`config.mk`:
```
export PLATFORM = sky130hd
export DESIGN_NAME = tl_rx_fc_credit_allocator_flat
export DESIGN_NICKNAME = d
export VERILOG_FILES = /design/src/rtl/tl_rx_fc_credit_allocator_if.sv /design/src/rtl/tl_rx_fc_credit_allocator.sv /design/src/flat_wrapper.sv
export SDC_FILE = /design/constraint.sdc
export NUM_CORES = 1
export LEC_CHECK = 0
export CORE_ASPECT_RATIO = 0.5
export CORE_UTILIZATION = 52
export DETAILED_ROUTE_END_ITERATION = 8
export PLACE_DENSITY = 0.93
export RECOVER_POWER = 50
export SLEW_MARGIN = 5
export SYNTH_ARGS = -nofsm -noshare
export SYNTH_HDL_FRONTEND = slang
export SYNTH_SLANG_ARGS = --single-unit
```
`constraint.sdc`:
```
create_clock -name clk -period 4.25 [get_ports clk]
set_clock_uncertainty 0.05 [all_clocks]
set_input_delay 0.6375 -clock clk [delete_from_list [all_inputs] [get_ports clk]]
set_output_delay 0.6375 -clock clk [all_outputs]
set_load 0.03 [all_outputs]
```
`src/rtl/tl_rx_fc_credit_allocator_if.sv`:
```
// rtl/tl_rx_fc_credit_allocator_if.sv - FC DLLP request handshake between the RX credit allocator and the DLL
interface tl_rx_fc_credit_allocator_if #(
    parameter int HDR_W  = 12,
    parameter int DATA_W = 16
);
    logic              fc_req_valid;
    logic              fc_req_ready;
    logic              fc_req_init;
    logic [1:0]        fc_req_typ;
    logic [HDR_W-1:0]  fc_req_hdr_creds;
    logic [DATA_W-1:0] fc_req_data_creds;

    modport master (
        output fc_req_valid,
        output fc_req_init,
        output fc_req_typ,
        output fc_req_hdr_creds,
        output fc_req_data_creds,
        input  fc_req_ready
    );

    modport slave (
        input  fc_req_valid,
        input  fc_req_init,
        input  fc_req_typ,
        input  fc_req_hdr_creds,
        input  fc_req_data_creds,
        output fc_req_ready
    );
endinterface

```
`src/rtl/tl_rx_fc_credit_allocator.sv`:
```
// rtl/tl_rx_fc_credit_allocator.sv - RX flow-control credit allocator; TL_RX_FC_UPDATE_TIMER_EN adds periodic UpdateFC refresh
module tl_rx_fc_credit_allocator #(
    parameter int         FC_DATA_CREDS_WIDTH = 16,
    parameter int         FC_HDR_CREDS_WIDTH  = 12,
    parameter int         REL_DATA_WIDTH      = 8,
    parameter int         P_HDR_CAP           = 64,
    parameter int         NP_HDR_CAP          = 32,
    parameter int         CPL_HDR_CAP         = 0,
    parameter int         P_DATA_CAP          = 512,
    parameter int         NP_DATA_CAP         = 32,
    parameter int         CPL_DATA_CAP        = 0,
    parameter logic [1:0] HDR_SCALE           = 2'b01,
    parameter logic [1:0] DATA_SCALE          = 2'b01,
    parameter int         UPDATE_PERIOD       = 1024
) (
    input  logic                            clk,
    input  logic                            rst,
    input  logic                            link_up,
    input  logic                            rel_valid,
    input  logic [1:0]                      rel_typ,
    input  logic [3:0]                      rel_hdr,
    input  logic [REL_DATA_WIDTH-1:0]       rel_data,
    tl_rx_fc_credit_allocator_if.master     fc_req,
    output logic                            fc_active,
    output logic [FC_HDR_CREDS_WIDTH-1:0]   p_hdr_creds_reg,
    output logic [FC_HDR_CREDS_WIDTH-1:0]   np_hdr_creds_reg,
    output logic [FC_HDR_CREDS_WIDTH-1:0]   cpl_hdr_creds_reg,
    output logic [FC_DATA_CREDS_WIDTH-1:0]  p_data_creds_reg,
    output logic [FC_DATA_CREDS_WIDTH-1:0]  np_data_creds_reg,
    output logic [FC_DATA_CREDS_WIDTH-1:0]  cpl_data_creds_reg,
    output logic [1:0]                      p_hdr_scale_reg,
    output logic [1:0]                      np_hdr_scale_reg,
    output logic [1:0]                      cpl_hdr_scale_reg,
    output logic [1:0]                      p_data_scale_reg,
    output logic [1:0]                      np_data_scale_reg,
    output logic [1:0]                      cpl_data_scale_reg
);
    localparam int HW = FC_HDR_CREDS_WIDTH;
    localparam int DW = FC_DATA_CREDS_WIDTH;

    localparam logic [HW-1:0] HDR_CAP  [3] = '{HW'(P_HDR_CAP), HW'(NP_HDR_CAP), HW'(CPL_HDR_CAP)};
    localparam logic [DW-1:0] DATA_CAP [3] = '{DW'(P_DATA_CAP), DW'(NP_DATA_CAP), DW'(CPL_DATA_CAP)};
    // A type is finite (and can request UpdateFC) if either of its counters is finite
    localparam logic [2:0] TYPE_FIN = {(CPL_HDR_CAP != 0) || (CPL_DATA_CAP != 0),
                                       (NP_HDR_CAP != 0)  || (NP_DATA_CAP != 0),
                                       (P_HDR_CAP != 0)   || (P_DATA_CAP != 0)};

    typedef enum logic [2:0] {S_IDLE, S_INIT_P, S_INIT_NP, S_INIT_CPL, S_ACTIVE} state_t;

    state_t        state, state_nxt;
    logic [HW-1:0] hdr_cnt  [3];
    logic [HW-1:0] hdr_nxt  [3];
    logic [DW-1:0] data_cnt [3];
    logic [DW-1:0] data_nxt [3];
    logic [2:0]    pend, pend_nxt;
    logic          accept, load_req, load_init, drop_req, tick;
    logic [1:0]    load_typ;

    assign accept = fc_req.fc_req_valid & fc_req.fc_req_ready;

    always_ff @(posedge clk or posedge rst) begin
        if (rst) state <= S_IDLE;
        else     state <= state_nxt;
    end

    always_comb begin
        state_nxt = state;
        load_req  = 1'b0;
        load_init = 1'b0;
        load_typ  = 2'd0;
        drop_req  = 1'b0;
        case (state)
            S_IDLE: if (link_up) begin
                state_nxt = S_INIT_P;
                load_req  = 1'b1;
                load_init = 1'b1;
                load_typ  = 2'd0;
            end
            S_INIT_P: if (accept) begin
                state_nxt = S_INIT_NP;
                load_req  = 1'b1;
                load_init = 1'b1;
                load_typ  = 2'd1;
            end
            S_INIT_NP: if (accept) begin
                state_nxt = S_INIT_CPL;
                load_req  = 1'b1;
                load_init = 1'b1;
                load_typ  = 2'd2;
            end
            S_INIT_CPL: if (accept) begin
                state_nxt = S_ACTIVE;
                drop_req  = 1'b1;
            end
            S_ACTIVE: begin
                if (accept) begin
                    drop_req = 1'b1;
                end else if (!fc_req.fc_req_valid && (pend != 3'b000)) begin
                    load_req = 1'b1;
                    if (pend[0])      load_typ = 2'd0;
                    else if (pend[1]) load_typ = 2'd1;
                    else              load_typ = 2'd2;
                end
            end
            default: state_nxt = S_IDLE;
        endcase
        if (!link_up) begin
            state_nxt = S_IDLE;
            load_req  = 1'b0;
            drop_req  = 1'b0;
        end
    end

    // Infinite-capacity counters never move off zero; width truncation gives the legal wrap
    always_comb begin
        for (int t = 0; t < 3; t++) begin
            hdr_nxt[t]  = hdr_cnt[t];
            data_nxt[t] = data_cnt[t];
            if (!link_up) begin
                hdr_nxt[t]  = HDR_CAP[t];
                data_nxt[t] = DATA_CAP[t];
            end else if (rel_valid && (rel_typ == 2'(t))) begin
                if (HDR_CAP[t] != '0)  hdr_nxt[t]  = hdr_cnt[t] + HW'(rel_hdr);
                if (DATA_CAP[t] != '0) data_nxt[t] = data_cnt[t] + DW'(rel_data);
            end
        end
    end

    // A release in the accept cycle re-sets pend: it is not in the captured value
    always_comb begin
        pend_nxt = pend;
        if (state == S_ACTIVE) begin
            if (accept) pend_nxt[fc_req.fc_req_typ] = 1'b0;
            for (int t = 0; t < 3; t++) begin
                if (rel_valid && (rel_typ == 2'(t)) && TYPE_FIN[t]) pend_nxt[t] = 1'b1;
            end
            if (tick) pend_nxt = pend_nxt | TYPE_FIN;
        end
        if (!link_up) pend_nxt = 3'b000;
    end

`ifdef TL_RX_FC_UPDATE_TIMER_EN
    localparam int TW = (UPDATE_PERIOD > 1) ? $clog2(UPDATE_PERIOD) : 1;
    logic [TW-1:0] tmr;

    assign tick = (state == S_ACTIVE) && (tmr == TW'(UPDATE_PERIOD - 1));

    always_ff @(posedge clk or posedge rst) begin
        if (rst)                            tmr <= '0;
        else if ((state != S_ACTIVE) || tick) tmr <= '0;
        else                                tmr <= tmr + 1'b1;
    end
`else
    assign tick = 1'b0;
`endif

    always_ff @(posedge clk or posedge rst) begin
        if (rst) begin
            for (int t = 0; t < 3; t++) begin
                hdr_cnt[t]  <= HDR_CAP[t];
                data_cnt[t] <= DATA_CAP[t];
            end
            pend                     <= 3'b000;
            fc_active                <= 1'b0;
            fc_req.fc_req_valid      <= 1'b0;
            fc_req.fc_req_init       <= 1'b0;
            fc_req.fc_req_typ        <= 2'd0;
            fc_req.fc_req_hdr_creds  <= '0;
            fc_req.fc_req_data_creds <= '0;
        end else begin
            for (int t = 0; t < 3; t++) begin
                hdr_cnt[t]  <= hdr_nxt[t];
                data_cnt[t] <= data_nxt[t];
            end
            pend      <= pend_nxt;
            fc_active <= (state_nxt == S_ACTIVE);
            if (!link_up) begin
                fc_req.fc_req_valid      <= 1'b0;
                fc_req.fc_req_init       <= 1'b0;
                fc_req.fc_req_typ        <= 2'd0;
                fc_req.fc_req_hdr_creds  <= '0;
                fc_req.fc_req_data_creds <= '0;
            end else if (load_req) begin
                fc_req.fc_req_valid      <= 1'b1;
                fc_req.fc_req_init       <= load_init;
                fc_req.fc_req_typ        <= load_typ;
                fc_req.fc_req_hdr_creds  <= hdr_nxt[load_typ];
                fc_req.fc_req_data_creds <= data_nxt[load_typ];
            end else if (drop_req) begin
                fc_req.fc_req_valid      <= 1'b0;
                fc_req.fc_req_init       <= 1'b0;
            end
        end
    end

    assign p_hdr_creds_reg    = hdr_cnt[0];
    assign np_hdr_creds_reg   = hdr_cnt[1];
    assign cpl_hdr_creds_reg  = hdr_cnt[2];
    assign p_data_creds_reg   = data_cnt[0];
    assign np_data_creds_reg  = data_cnt[1];
    assign cpl_data_creds_reg = data_cnt[2];

    assign p_hdr_scale_reg    = HDR_SCALE;
    assign np_hdr_scale_reg   = HDR_SCALE;
    assign cpl_hdr_scale_reg  = HDR_SCALE;
    assign p_data_scale_reg   = DATA_SCALE;
    assign np_data_scale_reg  = DATA_SCALE;
    assign cpl_data_scale_reg = DATA_SCALE;
endmodule
```
`src/flat_wrapper.sv`:
```
// flat-port wrapper written by rule: the top's interface ports become plain ports
module tl_rx_fc_credit_allocator_flat 
#(
    parameter int         FC_DATA_CREDS_WIDTH = 16,
    parameter int         FC_HDR_CREDS_WIDTH  = 12,
    parameter int         REL_DATA_WIDTH      = 8,
    parameter int         P_HDR_CAP           = 64,
    parameter int         NP_HDR_CAP          = 32,
    parameter int         CPL_HDR_CAP         = 0,
    parameter int         P_DATA_CAP          = 512,
    parameter int         NP_DATA_CAP         = 32,
    parameter int         CPL_DATA_CAP        = 0,
    parameter logic [1:0] HDR_SCALE           = 2'b01,
    parameter logic [1:0] DATA_SCALE          = 2'b01,
    parameter int         UPDATE_PERIOD       = 1024
)
  (clk, rst, link_up, rel_valid, rel_typ, rel_hdr, rel_data, fc_active, p_hdr_creds_reg, np_hdr_creds_reg, cpl_hdr_creds_reg, p_data_creds_reg, np_data_creds_reg, cpl_data_creds_reg, p_hdr_scale_reg, np_hdr_scale_reg, cpl_hdr_scale_reg, p_data_scale_reg, np_data_scale_reg, cpl_data_scale_reg, fc_req_fc_req_valid, fc_req_fc_req_init, fc_req_fc_req_typ, fc_req_fc_req_hdr_creds, fc_req_fc_req_data_creds, fc_req_fc_req_ready);
  tl_rx_fc_credit_allocator_if fc_req_i ();
  input  logic clk;
  input  logic rst;
  input  logic link_up;
  input  logic rel_valid;
  input  logic [1:0] rel_typ;
  input  logic [3:0] rel_hdr;
  input  logic [REL_DATA_WIDTH-1:0] rel_data;
  output logic fc_active;
  output logic [FC_HDR_CREDS_WIDTH-1:0] p_hdr_creds_reg;
  output logic [FC_HDR_CREDS_WIDTH-1:0] np_hdr_creds_reg;
  output logic [FC_HDR_CREDS_WIDTH-1:0] cpl_hdr_creds_reg;
  output logic [FC_DATA_CREDS_WIDTH-1:0] p_data_creds_reg;
  output logic [FC_DATA_CREDS_WIDTH-1:0] np_data_creds_reg;
  output logic [FC_DATA_CREDS_WIDTH-1:0] cpl_data_creds_reg;
  output logic [1:0] p_hdr_scale_reg;
  output logic [1:0] np_hdr_scale_reg;
  output logic [1:0] cpl_hdr_scale_reg;
  output logic [1:0] p_data_scale_reg;
  output logic [1:0] np_data_scale_reg;
  output logic [1:0] cpl_data_scale_reg;
  output wire logic [$bits(fc_req_i.fc_req_valid)-1:0] fc_req_fc_req_valid;
  output wire logic [$bits(fc_req_i.fc_req_init)-1:0] fc_req_fc_req_init;
  output wire logic [$bits(fc_req_i.fc_req_typ)-1:0] fc_req_fc_req_typ;
  output wire logic [$bits(fc_req_i.fc_req_hdr_creds)-1:0] fc_req_fc_req_hdr_creds;
  output wire logic [$bits(fc_req_i.fc_req_data_creds)-1:0] fc_req_fc_req_data_creds;
  input wire logic [$bits(fc_req_i.fc_req_ready)-1:0] fc_req_fc_req_ready;
  assign fc_req_fc_req_valid = fc_req_i.fc_req_valid;
  assign fc_req_fc_req_init = fc_req_i.fc_req_init;
  assign fc_req_fc_req_typ = fc_req_i.fc_req_typ;
  assign fc_req_fc_req_hdr_creds = fc_req_i.fc_req_hdr_creds;
  assign fc_req_fc_req_data_creds = fc_req_i.fc_req_data_creds;
  assign fc_req_i.fc_req_ready = fc_req_fc_req_ready;
  tl_rx_fc_credit_allocator #(.FC_DATA_CREDS_WIDTH(FC_DATA_CREDS_WIDTH), .FC_HDR_CREDS_WIDTH(FC_HDR_CREDS_WIDTH), .REL_DATA_WIDTH(REL_DATA_WIDTH), .P_HDR_CAP(P_HDR_CAP), .NP_HDR_CAP(NP_HDR_CAP), .CPL_HDR_CAP(CPL_HDR_CAP), .P_DATA_CAP(P_DATA_CAP), .NP_DATA_CAP(NP_DATA_CAP), .CPL_DATA_CAP(CPL_DATA_CAP), .HDR_SCALE(HDR_SCALE), .DATA_SCALE(DATA_SCALE), .UPDATE_PERIOD(UPDATE_PERIOD)) u_core (.clk(clk), .rst(rst), .link_up(link_up), .rel_valid(rel_valid), .rel_typ(rel_typ), .rel_hdr(rel_hdr), .rel_data(rel_data), .fc_req(fc_req_i), .fc_active(fc_active), .p_hdr_creds_reg(p_hdr_creds_reg), .np_hdr_creds_reg(np_hdr_creds_reg), .cpl_hdr_creds_reg(cpl_hdr_creds_reg), .p_data_creds_reg(p_data_creds_reg), .np_data_creds_reg(np_data_creds_reg), .cpl_data_creds_reg(cpl_data_creds_reg), .p_hdr_scale_reg(p_hdr_scale_reg), .np_hdr_scale_reg(np_hdr_scale_reg), .cpl_hdr_scale_reg(cpl_hdr_scale_reg), .p_data_scale_reg(p_data_scale_reg), .np_data_scale_reg(np_data_scale_reg), .cpl_data_scale_reg(cpl_data_scale_reg));
endmodule
```
==> flow_metrics.tcl <==
set metrics [dict create \
    status "complete, but fails checks" \
    violations "capacitance limit, slew limit" \
    cts_hold_buf 0 \
    root_buffer "clkbuf_16" \
    tightest_slew_ns 2.35 \
    async_reset_ff_share_pct 100 \
    worst-path-max-fanout 5 \
    finalCritPeriodShare_pct 79.4 \
    htreeDepth 4 \
    drv_cap 2 \
    ys_types 78 \
    synth_area_mm2 0.00689 \
    cellLeakagePower_nw 3.78 \
    grt_usage_pct 31.2 \
    yosysSeqAreaShare_pct 44.8 \
    synth-main-ff-cell "dfrtp_1" \
    ios 148 \
    die_h_um 83.4 \
    final_nets 892 \
    cts_resized 0 \
    vias_per_cell 6.33 \
    ys_ff_latch 123 \
    synth_edf_count 0 \
    core_mm2 0.0128 \
    report.final.setup_viol 0 \
    wl_per_cell_um 20.4 \
    clkSlewWorstSetupHoldPaths_ns 0.06 \
    min_path_type "reg2reg" \
    max_freq_ghz 0.296 \
    grt_pass1_wl_um 32900 \
    place.gp.congestion 0.897 \
    clk_latency_ns 0.42 \
    dieArea_mm2 0.0137 \
    yosys.area.top_type "dfrtp_1" \
    area_growth_pct 29.2 \
    worstPathRequired_ns 4.41 \
    overflow 0 \
    start_util_pct 53.9 \
    yosysMostFrequentCell "dfrtp_1" \
    clkSinkCount 123 \
    rsz0062_at_grt "no" \
    vias 6512 \
    drt_iter0_markers 988 \
    cellPowerDensity_mw_per_mm2 346 \
    worstSetupEndpointType "flop" \
    final.fill_count 826 \
    fin_cells 1028 \
    die_x_um 165 \
    dr.pass1.iters 5 \
    place_hpwl_um 14000 \
    antenna_found_initial 0 \
    maxSlewHeadroom_pct -57.2 \
    startpoint_type "primary input" \
    arrival_ns 3.54 \
    cts_tree "built" \
    antenna_cells 0 \
    grt_pass1_vias 6261 \
    slew_violations 90 \
    synth_cells 721 \
    numCtsBuffers 17 \
    ant_nets 0 \
    cts_max_path_buffers 2 \
    crit_type "in2reg" \
    vdd_drop_max_v 0.000240 \
    grt_max_degree 86 \
    period_needed_ns 3.38 \
    portBuffers 135 \
    report.final.hold_viol_count 0 \
    cts_setup_buffers 0 \
    tns_ns 0 \
    drc 0 \
    routed_wl_um 21000 \
    ys_top_cells_by_area "dfrtp_1, and2_1, ha_1" \
    rows 29 \
    ys_top_cells_by_count "dfrtp_1, nand2_1, a21oi_1, and2_1, nor2_1" \
    syn_avg_cell_area_um2 9.55 \
    whs_ns 0.461 \
    yosysWarnings 0 \
    yosysTopAreaCellShare_pct 43.2 \
    drive_gt1_share_pct 6.99 \
    dp.cells 996 \
]
power breakdown:
| part | internal [mW] | leakage (nW) | switching, mW | total (mW) |
|---|---|---|---|---|
| combinational | 0.137 | 1.83 | 0.278 | 0.415 |
| sequential | 1.20 | 1.69 | 0.0270 | 1.22 |
| clock | 0.877 | 0.266 | 0.565 | 1.44 |
| total | 2.21 | 3.78 | 0.870 | 3.08 |
layer usage:
metal	GRT usage [%]	vias to the layer above	wire, µm
li1	-	2842	-
met1	43.6	3147	8530
met2	46.8	456	9610
met3	7.69	67	2230
met4	11.9	0	610
met5	0	-	0
stage by stage:
| step | instance area, µm² | worst slack, ns | power, mW | util, % |
|---|---|---|---|---|
| global route | 8900 | 0.817 | 3.17 | 69.7 |
| global placement | 8330 | 0.868 | 1.63 | 65.2 |
| detailed placement | 8330 | 0.846 | 1.65 | 65.2 |
| CTS | 8920 | 1.17 | 3.07 | 69.8 |
| floorplan | 6920 | 0.298 | 1.51 | - |
| finish | 8900 | 0.875 | 3.08 | 69.7 |
placed cells by master (no fill, tap or decap), drive strengths merged, types with 5 or more instances in the layout:
cell type / count
clkdlybuf4s50: 119
dfrtp: 119
nand2: 77
a21oi: 48
and2: 48
nor2: 42
o21ai: 33
nand3: 24
ha: 24
xnor2: 20
clkbuf: 20
inv: 17
o211ai: 17
a211oi: 15
dlygate4sd3: 15
xor2: 13
nor3: 12
conb: 12
a21o: 11
nand4: 11
buf: 9
nand2b: 8
clkinvlp: 8
and3: 7
nor3b: 7
o21bai: 6
a32o: 6
clkinv: 6
a31oi: 5
and4: 5
a31o: 5
final cells by class:
class / count / area, µm² / share of cell area [%]
Timing Repair Buffer: 145 / 1430 / 16.1
Sequential cell: 123 / 3080 / 34.7
Clock inverter: 14 / 149 / 1.67
Tap cell: 170 / 213 / 2.39
Multi-Input combinational cell: 539 / 3510 / 39.5
Clock buffer: 18 / 439 / 4.94
Inverter: 19 / 72.6 / 0.816
path summary, 6_finish.rpt:
check                      slack (ns)                                               to  depth (start not counted)                                    from
min reg2reg                      0.46           u_core.cpl_data_creds_reg[1]$_DFF_PP0_                          1  u_core.cpl_data_creds_reg[1]$_DFF_PP0_
max                              0.87  u_core.fc_req.fc_req_data_creds[12]$_DFFE_PP0P_                          9                             rel_data[0]
min in group asynchronous        1.25            u_core.cpl_hdr_creds_reg[6]$_DFF_PP0_                          2                                     rst
min                              0.46           u_core.cpl_data_creds_reg[1]$_DFF_PP0_                          1  u_core.cpl_data_creds_reg[1]$_DFF_PP0_
max reg2reg                      1.29  u_core.fc_req.fc_req_data_creds[12]$_DFFE_PP0P_                          8   u_core.np_data_creds_reg[0]$_DFF_PP0_
max in group asynchronous        1.71             u_core.p_data_creds_reg[9]$_DFF_PP1_                          3                                     rst
critical path, cell delays in order:
cell	delay, ns
dlygate4sd3_1	0.58
ha_1	0.24
fa_1	0.43
a211oi_1	0.43
o21ai_0	0.32
and4_1	0.31
o21ai_0	0.28
nand4_1	0.14
nor3b_1	0.16
cell families after synthesis:
logic type | Yosys count | share of synthesized area (%)
AOI/OAI and AO/OA | 200 | 20.2
xor gates and xnor gates | 33 | 4.20
adders and majority gates | 29 | 5.69
buffers and inverters | 69 | 4.83
DFF | 123 | 44.8
muxes | 5 | 0.745
other | 2 | 0.109
and+or+nand+nor | 260 | 19.5
(Power assumes the default switching activity.)
